===== config.mk =====
export PLATFORM = sky130hd
export DESIGN_NAME = fp_mul_issuer
export DESIGN_NICKNAME = d
export VERILOG_FILES = /design/src/rtl/fp_mul_pkg.sv /design/src/rtl/fp_wait_timer.sv /design/src/rtl/fp_mul_issuer.sv
export SDC_FILE = /design/constraint.sdc
export NUM_CORES = 1
export LEC_CHECK = 0
export BUFFER_PORTS_ARGS = -buffer_cell sky130_fd_sc_hd__buf_2
export CORE_MARGIN = 1.5
export CORE_UTILIZATION = 46
export DETAILED_ROUTE_END_ITERATION = 16
export GPL_TIMING_DRIVEN = 0
export PLACE_DENSITY = 0.84
export SLEW_MARGIN = 20
export SYNTH_ARGS = -nofsm -noshare
export SYNTH_HDL_FRONTEND = slang
export SYNTH_HIERARCHICAL = 1
export SYNTH_SLANG_ARGS = --single-unit

===== constraint.sdc =====
create_clock -name clk -period 1.88 [get_ports clk]
set_input_delay 0.188 -clock clk [delete_from_list [all_inputs] [get_ports clk]]
set_output_delay 0.188 -clock clk [all_outputs]
set_load 0.05 [all_outputs]

===== src/rtl/fp_mul_pkg.sv =====
// Shared types and constants for the floating-point multiplier issuer.
// Latency: n/a (declarations only).
// Backpressure: n/a.
package fp_mul_pkg;

  localparam int FP_WIDTH = 32;

  // Canonical quiet NaN returned when the multiplier never answers.
  localparam logic [FP_WIDTH-1:0] FP_QNAN = 32'h7FC0_0000;

  typedef enum logic [1:0] {
    IDLE  = 2'd0,
    START = 2'd1,
    WAIT  = 2'd2,
    HOLD  = 2'd3
  } state_t;

  // Result register contents: the product and whether it is a timeout stand-in.
  typedef struct packed {
    logic [FP_WIDTH-1:0] result;
    logic                timeout;
  } res_t;

endpackage


===== src/rtl/fp_wait_timer.sv =====
// Wait-cycle counter that flags when an operation has waited TIMEOUT cycles.
// Latency: expired is combinational on the count; clear/enable take effect next cycle.
// Backpressure: none; saturates at TIMEOUT-1 so a stalled owner never sees it wrap.
//
// Ports:
//   clk, rst      clock and asynchronous active-low reset
//   clear         synchronous return of the count to 0 (wins over enable)
//   enable        advance the count by one
//   expired       count == TIMEOUT-1
module fp_wait_timer #(
  parameter int TIMEOUT = 64
) (
  input  logic clk,
  input  logic rst,
  input  logic clear,
  input  logic enable,
  output logic expired
);

  localparam int CW = (TIMEOUT > 1) ? $clog2(TIMEOUT) : 1;
  localparam logic [CW-1:0] LAST = CW'(TIMEOUT - 1);

  logic [CW-1:0] count;

  assign expired = (count == LAST);

  always_ff @(posedge clk or negedge rst) begin
    if (!rst) begin
      count <= '0;
    end else if (clear) begin
      count <= '0;
    end else if (enable && !expired) begin
      count <= count + 1'b1;
    end
  end

endmodule


===== src/rtl/fp_mul_issuer.sv =====
// Issues operand pairs to a start/done multiplier and returns its product on a stream.
// Latency: 3+L cycles in-to-out for a done L cycles into WAIT; TIMEOUT+2 on timeout.
// Backpressure: in_ready only in IDLE; result held in HOLD until out_ready.
//
// Ports:
//   clk, rst                         clock and asynchronous active-low reset
//   in_valid/in_ready/in_a/in_b      operand-pair stream
//   out_valid/out_ready              result stream handshake
//   out_result/out_timeout           product, or qNaN with timeout flag
//   mul_start/mul_a/mul_b            request side of the multiplier
//   mul_result/mul_done              completion side of the multiplier
//   busy                             an operation is in flight
module fp_mul_issuer
  import fp_mul_pkg::*;
#(
  parameter int TIMEOUT = 64
) (
  input  logic                clk,
  input  logic                rst,
  input  logic                in_valid,
  output logic                in_ready,
  input  logic [FP_WIDTH-1:0] in_a,
  input  logic [FP_WIDTH-1:0] in_b,
  output logic                out_valid,
  input  logic                out_ready,
  output logic [FP_WIDTH-1:0] out_result,
  output logic                out_timeout,
  output logic                mul_start,
  output logic [FP_WIDTH-1:0] mul_a,
  output logic [FP_WIDTH-1:0] mul_b,
  input  logic [FP_WIDTH-1:0] mul_result,
  input  logic                mul_done,
  output logic                busy
);

  state_t state;
  state_t state_nxt;
  res_t   res_q;
  logic   expired;

  // The count is cleared in START so the first WAIT cycle reads 0 and the
  // last permitted WAIT cycle is TIMEOUT-1.
  fp_wait_timer #(
    .TIMEOUT (TIMEOUT)
  ) u_timer (
    .clk     (clk),
    .rst     (rst),
    .clear   (state == START),
    .enable  (state == WAIT),
    .expired (expired)
  );

  always_ff @(posedge clk or negedge rst) begin
    if (!rst) begin
      state <= IDLE;
    end else begin
      state <= state_nxt;
    end
  end

  always_comb begin
    state_nxt = state;
    case (state)
      IDLE:    if (in_valid) state_nxt = START;
      START:   state_nxt = WAIT;
      WAIT:    if (mul_done || expired) state_nxt = HOLD;
      HOLD:    if (out_ready) state_nxt = IDLE;
      default: state_nxt = IDLE;
    endcase
  end

  // Operands are only ever loaded on the IDLE accept, so they stay put for
  // the whole START/WAIT window the multiplier may be sampling them.
  always_ff @(posedge clk or negedge rst) begin
    if (!rst) begin
      mul_a <= '0;
      mul_b <= '0;
    end else if (state == IDLE && in_valid) begin
      mul_a <= in_a;
      mul_b <= in_b;
    end
  end

  // mul_done is checked first so a completion on the final WAIT cycle
  // returns the real product rather than the timeout stand-in.
  always_ff @(posedge clk or negedge rst) begin
    if (!rst) begin
      res_q <= '0;
    end else if (state == WAIT) begin
      if (mul_done) begin
        res_q.result  <= mul_result;
        res_q.timeout <= 1'b0;
      end else if (expired) begin
        res_q.result  <= FP_QNAN;
        res_q.timeout <= 1'b1;
      end
    end
  end

  // All handshake outputs decode from state alone; no stream input feeds
  // through to a stream output in the same cycle.
  assign in_ready    = (state == IDLE);
  assign out_valid   = (state == HOLD);
  assign mul_start   = (state == START);
  assign busy        = (state != IDLE);
  assign out_result  = res_q.result;
  assign out_timeout = res_q.timeout;

endmodule


# Word level (Yosys, flattened, before mapping)
# Index checks and enable logic that the tools add are counted.
[word_totals]
regBits = 105
input_bits = 101
[classes]
n_addsub = 1
mux = 8
n_reduce_logical = 10
n_eq_ne = 7
[op_table]
columns = ["op", "n"]
rows = [
  ["two-way mux 33 bit", 2],
  ["two-way mux 6 bit", 2],
  ["case mux 2 bit (4 select lines)", 1],
  ["adder 6 x 1 -> 6 bit, second input constant", 1],
  ["== test 6 bit, second input constant", 1],
  ["two-way mux 2 bit", 3],
  ["nonzero test 2 bit", 3],
  ["== test 2 bit, second input constant", 2],
  ["inequality test 2 bit, second input constant", 2],
  ["AND reduction 3 bit", 1],
  ["== test 2 x 1 -> 1 bit, second input constant", 1],
  ["logical AND 1 bit", 2],
  ["zero test 2 bit", 1],
  ["inequality test 2 x 1 -> 1 bit, second input constant", 1],
  ["AND reduction 2 bit", 1],
  ["zero test 1 bit", 1],
  ["logical OR 1 bit", 1],
]

# Logic depth before layout (Yosys ltp)
# Gate-level depths: netlist of run 1.
[logic_depth]
word_depth = 5
depth_mapped = 7
depth_no_buf = 6

# By module
# Netlist of run 1, hierarchy kept.
[by_module_without_submodules]
columns = ["mod", "instances", "area_per_inst_um2", "cells_per_inst"]
rows = [
  ["fp_mul_issuer", 1, 3764.9, 227],
  ["fp_wait_timer", 1, 380.4, 39],
]

# Worst setup path after synthesis of run 1
# OpenSTA, ideal clock, no wires.
[synth_timing]
path_kind = "reg2reg"
start = "register state[0]"
end = "register mul_a[27]"
arrival_time_ns = 1.743
path_slack_ns = 0.012
setup_ns = 0.125
synth_period_minus_slack_ns = 1.868
n_path_buf = 1
stages_incl_launch_ff = 6
required_ns = 1.755
path_cell_list = "dfrtp_1 inv_1 ha_1 nand2_4 clkbuf_8 mux2_4"
[synth_via]
elab_chain_len = 2
[synth_lines]
columns = ["item", "line", "source"]
rows = [
  ["from (decl)", "fp_mul_issuer.sv:36", "state_t state;"],
  ["from (signal assigned)", "fp_mul_issuer.sv:57", "state <= state_nxt;"],
  ["zero test 2 bit", "-", ""],
  ["named net in_ready", "fp_mul_issuer.sv:21", "output logic in_ready,"],
  ["logical AND 1 bit", "fp_mul_issuer.sv:78", "end else if (state == IDLE && in_valid) begin"],
  ["to (signal assigned)", "fp_mul_issuer.sv:79", "mul_a <= in_a;"],
  ["to (decl)", "fp_mul_issuer.sv:29", "output logic [FP_WIDTH-1:0] mul_a,"],
]
# The timed path passes the listed nets, and every way through them passes these cells.
# A chain may end at the register's enable or synchronous reset.

# Worst setup path in the final report of run 1
[layout_timing]
start = "register u_timer.count[0]"
end = "register state[1]"
[layout_via]
elab_chain_len = 4
[layout_lines]
columns = ["item", "line", "source"]
rows = [
  ["from (decl)", "fp_wait_timer.sv:23", "logic [CW-1:0] count;"],
  ["from (signal assigned)", "fp_wait_timer.sv:33", "count <= count + 1'b1;"],
  ["== test 6 bit", "fp_wait_timer.sv:25", "assign expired = (count == LAST);"],
  ["named net expired", "fp_mul_issuer.sv:39", "logic expired;"],
  ["logical OR 1 bit", "fp_mul_issuer.sv:66", "WAIT: if (mul_done || expired) state_nxt = HOLD;"],
  ["inequality test 2 bit (no source line)", "-", ""],
  ["AND reduction 3 bit (no source line)", "-", ""],
]
# The timed path passes the listed nets, and every way through them passes these cells.

==> impl_metrics.csv, run 1 <==
group,metric,value,unit
synthesis,synth_compound_area_share,9.448,%
worst_hold_path,hold_depth,2,
synthesis,synth_simple_gate_area_share,3.682,%
clock_tree,cts.clk_slew.worst_paths,0.10,ns
global_route,grt-ovfl-total,0,
placement,dpl.hpwl,6708,um
synthesis,synth_common_cells,"dfrtp_1, mux2_2, a22o_1",
final_layout,seqCellArea,2628,um^2
timing,slew_headroom,68.13,%
worst_setup_path,reg2reg_depth,6,
timing,hold_viol,0,
synthesis,yosysUniqueCellTypes,35,
worst_setup_path,r2r-end,"state[1]$_DFFE_PN0P_",
clock_tree,tritoncts,"built",
timing,setup_tns,0,ns
worst_setup_path,r2r_slack,0.12,ns
floorplanning,initial_utilization,47.53,%
timing,clock.fmax,0.5681,GHz
detailed_routing,first_pass_iters,4,
synthesis,synth-seq-cells,105,
final_layout,multi_input_area,1360,um^2
clock_tree,root_buffer,"clkbuf_8",
detailed_routing,vias_per_cell,5.062,
synthesis,ys_dominant_reg_cell,"dfrtp_1",
worst_setup_path,required,2.11,ns
detailed_routing,antenna_left,0,
floorplanning,die_area,9590,um^2
global_route,grt_usage,18.47,%
worst_setup_path,criticalPathCategory,"reg -> reg",
synthesis,synth_mux_area_share,18.11,%
timing,tightestPinTransition,0.4781,ns
global_route,grt_pass1_vias,3059,
placement,placed_cells,576,
clock_tree,postCtsSetupBuffers,0,
placement,gp_congestion,0.7515,
synthesis,synthArstFlopShare,100.0,%
synthesis,synth_top_cell_area_share,63.39,%
detailed_routing,avgRoutedWirePerCell,14.89,um
global_route,antenna_found_initial,0,
flow_run,cap_violations,0,
synthesis,synth_edf_count,0,
worst_setup_path,regToRegStartpoint,"u_timer/count[0]$_DFFE_PN0P_",
synthesis,synthAdderAreaFrac,1.509,%
worst_setup_path,crit_chain,"ha_2, nand2_4, nor2b_4, nor2_1, a221oi_2, mux2_2",
worst_setup_path,cpMaxStageDelayCell,"dfrtp_1",
worst_hold_path,holdPathEnd,"out_result[9]$_DFFE_PN0P_",
final_layout,drive_gt1_share,62.27,%
detailed_routing,wl,8832,um
worst_hold_path,min_path_type,"in -> reg",
synthesis,synth.area.top_cells,"dfrtp_1, mux2_2, a22o_1, o22a_1, mux2_4",
floorplanning,ios,202,
clock_tree,cts_made_buffers,9,
synthesis,synth_top_family_by_area,"multiplexers",
floorplanning,core_region_area,8721,um^2
floorplanning,die_w,97.93,um
final_layout,fillers,685,
clock_tree,clk_latency,0.35,ns
timing,finalCritPeriodShare,93.62,%
synthesis,syn_area,4145,um^2
timing,min_period,1.760,ns
worst_setup_path,end_kind,"flip-flop",
final_layout,area_growth,33.44,%
synthesis,synth_nets,372,
synthesis,ys_warn_count,6,
run_status,status,"finished, final reports clean",
timing,setup_viol,0,
detailed_routing,drc,0,
synthesis,synth_top_cell_by_area,"dfrtp_1",
worst_hold_path,min_from,"mul_result[9]",
timing,rsz0062_at_grt,"false",
clock_tree,clock_sinks,105,
global_route,grt_pass1_wl,14250,um
worst_setup_path,slowest_delay,0.44,ns
synthesis,yosys.area_share.xor_xnor,0,%
synthesis,yosysMostFrequentCell,"dfrtp_1",
synthesis,syn_area_per_cell,15.58,um^2
floorplanning,die_h,97.93,um
floorplanning,row_count,34,
clock_tree,htreeDepth,3,
final_layout,final_area,5532,um^2
final_layout,num_antenna_cells,0,
worst_setup_path,cp_max_fo,7,
detailed_routing,drt_iter0_drc,90,
worst_setup_path,start_kind,"flip-flop",
timing,clock-skew-final,0.01426,ns
clock_tree,clock_path_buffers,2,
placement,place_area,5320,um^2
final_layout,instances_no_fill,593,
detailed_routing,vias,3002,
synthesis,syn-instance-count,266,
final_layout,layout.nets,586,
placement,portBuffers,201,
global_route,grt_max_degree,56,
worst_setup_path,cp.arrival,1.99,ns
synthesis,seq_area_frac_synth,63.39,%
timing,slew_viol_final,0,
[area by class of cell]
type                    count  area share (%)
inverters                   7          0.4750
plain buffers              14           2.420
well taps                 108           2.443
clock inverters             7           1.357
clock buffers               9           2.239
multi-input cells         140           24.59
repair buffers            203           18.98
flip-flops and latches    105           47.50
[kinds of logic after synthesis]
group	after synthesis
simple gates	24
mux	65
buf+inv	21
flops	105
compound gates	46
fa+ha+maj	5
[metrics by stage]
stage | util [%] | setup slack [ns] | hold WS, ns
floorplan | - | 0.01228 | -0.1076
global placement | 60.62 | -0.4305 | 0.4111
detailed placement | 61.00 | 0.1264 | 0.1683
CTS | 63.40 | 0.09281 | 0.02758
global route | 63.43 | 0.02090 | 0.02855
finish | 63.43 | 0.1199 | 0.05174
[how the worst max path moves through the flow]
stage	start	endpoint	cells after the start
global route	u_timer/count[0]$_DFFE_PN0P_	state[1]$_DFFE_PN0P_	6
CTS	u_timer/count[0]$_DFFE_PN0P_	state[1]$_DFFE_PN0P_	6
global placement	rst	mul_a[16]$_DFFE_PN0P_	1
finish	u_timer/count[0]$_DFFE_PN0P_	state[1]$_DFFE_PN0P_	6
floorplan	state[0]$_DFFE_PN0P_	mul_a[27]$_DFFE_PN0P_	5
detailed placement	u_timer/count[0]$_DFFE_PN0P_	state[1]$_DFFE_PN0P_	6
[flip-flops by register name, summed over array words and instances (netlist names)]
signal	cells
mul_a	32
mul_b	32
out_result	32
out_timeout	1
state	2
u_timer/count	6
[cell usage in the layout (no fill, tap or decap), types with 4 or more instances in the layout]
cell type / Yosys / final
ha_1: 5 / 4
dfrtp_1: 105 / 105
mux2_2: 60 / 60
mux2_4: 5 / 5
buf_2: 4 / 204
a22o_1: 23 / 23
o22a_1: 9 / 9
nor2_1: 4 / 4
inv_1: 7 / 7
nand2_1: 4 / 4
clkbuf_8: 5 / 14
[worst max-delay path, delay by kind of cell (launching register included)]
family	cells	cell delay, ns
AO/OA/AOI/OAI	1	0.27
AND/OR/NAND/NOR	3	0.32
multiplexers	1	0.37
flip-flops	1	0.44
adder cells (fa/ha/maj)	1	0.25
[metal layers]
layer	track usage (%)	wire length, um
met5	0	0
met4	6.264	112
met3	4.581	594
met2	31.78	4460
met1	22.78	3665
[repair_timing]
item | in CTS | in global routing
hold buffers | 1 | 0
endpoints found under the setup margin | 0 | 1
gates resized for setup | 0 | 1
endpoints found under the hold margin | 50 | 0
Power of run 1 is left out: the tool's default activity adds up to more than one toggle a clock period on the data nets, which glitch-free logic cannot reach.
==> run 2: changes to the inputs <==
Settings changed: CORE_UTILIZATION 46 to 48, CTS_BUF_LIST set to sky130_fd_sc_hd__clkbuf_8, PLACE_DENSITY 0.84 to 0.87.
==> impl_metrics.csv, run 2 (synthesis results as in run 1) <==
group,metric,value,unit
final_layout,seqCellArea,2628,um^2
detailed_routing,drc,0,
run_status,status,"finished, final reports clean",
final_layout,fillers,631,
final_layout,num_antenna_cells,0,
final_layout,drive_gt1_share,62.06,%
timing,clock-skew-final,0.01785,ns
timing,hold_ws,0.04000,ns
timing,clock.fmax,0.5743,GHz
timing,hold_viol,0,
floorplanning,die_area,9203,um^2
clock_tree,cts_made_buffers,9,
worst_hold_path,min_path_type,"in -> reg",
worst_setup_path,end_kind,"flip-flop",
detailed_routing,vias,2994,
final_layout,layout_common_cells,"buf_2, dfrtp_1, mux2_2",
global_route,grt_max_degree,54,
detailed_routing,avgRoutedWirePerCell,15.55,um
global_route,grt_pass1_wl,14340,um
detailed_routing,wl,9176,um
timing,rsz0062_at_grt,"false",
detailed_routing,drt_iter0_drc,68,
clock_tree,clock_sinks,105,
floorplanning,core_region_area,8299,um^2
final_layout,layout.nets,586,
flow_run,cap_violations,0,
floorplanning,die_h,95.93,um
timing,slew_headroom,67.27,%
worst_setup_path,required,2.13,ns
worst_setup_path,cp_max_fo,7,
detailed_routing,vias_per_cell,5.075,
worst_setup_path,cp.arrival,1.99,ns
clock_tree,clock_path_buffers,2,
timing,setup_viol,0,
global_route,grt-ovfl-total,0,
final_layout,instances_no_fill,590,
clock_tree,clk_latency,0.36,ns
clock_tree,tritoncts,"built",
clock_tree,postCtsSetupBuffers,0,
detailed_routing,antenna_left,0,
placement,placed_cells,573,
placement,portBuffers,201,
floorplanning,die_w,95.93,um
global_route,grt_usage,20.37,%
placement,dpl.hpwl,6920,um
floorplanning,row_count,33,
final_layout,area_growth,33.59,%
clock_tree,htreeDepth,3,
timing,tightestPinTransition,0.4910,ns
timing,slew_viol_final,0,
floorplanning,initial_utilization,49.95,%
detailed_routing,first_pass_iters,5,
final_layout,layout_commonest_cell,"buf_2",
timing,min_period,1.741,ns
final_layout,multi_input_area,1358,um^2
worst_setup_path,start_kind,"flip-flop",
clock_tree,cts.clk_slew.worst_paths,0.12,ns
global_route,antenna_found_initial,0,
clock_tree,root_buffer,"clkbuf_8",
global_route,grt_pass1_vias,3094,
floorplanning,ios,202,
worst_setup_path,criticalPathCategory,"reg -> reg",
timing,finalCritPeriodShare,92.63,%
placement,gp_congestion,0.8323,
clock_tree,cts.repair.resized,0,
==> run 2: layout make-up <==
cell class / count / area share (%)
flip-flops and latches: 105 / 47.45
multi-input cells: 140 / 24.51
plain buffers: 14 / 2.418
clock buffers: 10 / 2.485
repair buffers: 203 / 18.96
inverters: 7 / 0.4745
clock inverters: 6 / 1.333
well taps: 105 / 2.372
==> run 2: layer usage <==
layer	vias to the layer above	routed length, um	global-route usage, %
li1	1395	-	-
met5	-	0	0
met4	0	146	7.475
met3	13	740	4.660
met2	132	4655	36.03
met1	1454	3633	24.08
==> run 2: timing repair <==
| item | 4_1_cts | 5_1_grt |
|---|---|---|
| endpoints found under the setup margin | 0 | 0 |
| hold buffers | 1 | 0 |
| endpoints found under the hold margin | 52 | 0 |
==> run 2: worst max-delay path, cell delays in order (launching register included) <==
cell	delay, ns
dfrtp_1	0.43
ha_1	0.27
nand2_4	0.10
nor2b_4	0.15
nor2_1	0.06
a221oi_2	0.26
mux2_2	0.37
==> run 2: worst paths after layout <==
path | start | slack (ns) | to | cells after the start
worst max-delay path | u_timer/count[0]$_DFFE_PN0P_ | 0.14 | state[1]$_DFFE_PN0P_ | 6
worst min-delay path | mul_result[3] | 0.04 | out_result[3]$_DFFE_PN0P_ | 2
worst max register to register | u_timer/count[0]$_DFFE_PN0P_ | 0.14 | state[1]$_DFFE_PN0P_ | 6
worst min register to register | out_result[28]$_DFFE_PN0P_ | 0.49 | out_result[28]$_DFFE_PN0P_ | 1
max in group asynchronous | rst | 0.93 | mul_b[23]$_DFFE_PN0P_ | 3
min in group asynchronous | rst | 0.34 | state[0]$_DFFE_PN0P_ | 2
==> run 2: metrics by stage <==
step | TNS [ns] | utilization [%] | setup WS, ns | cell area (um^2)
floorplan | 0 | - | 0.01228 | 4145
global placement | -39.94 | 63.65 | -0.3856 | 5283
detailed placement | 0 | 64.06 | 0.1407 | 5316
CTS | 0 | 66.73 | 0.1250 | 5538
global route | 0 | 66.73 | 0.03571 | 5538
finish | 0 | 66.73 | 0.1386 | 5538
Power of run 2 is left out for the same reason.
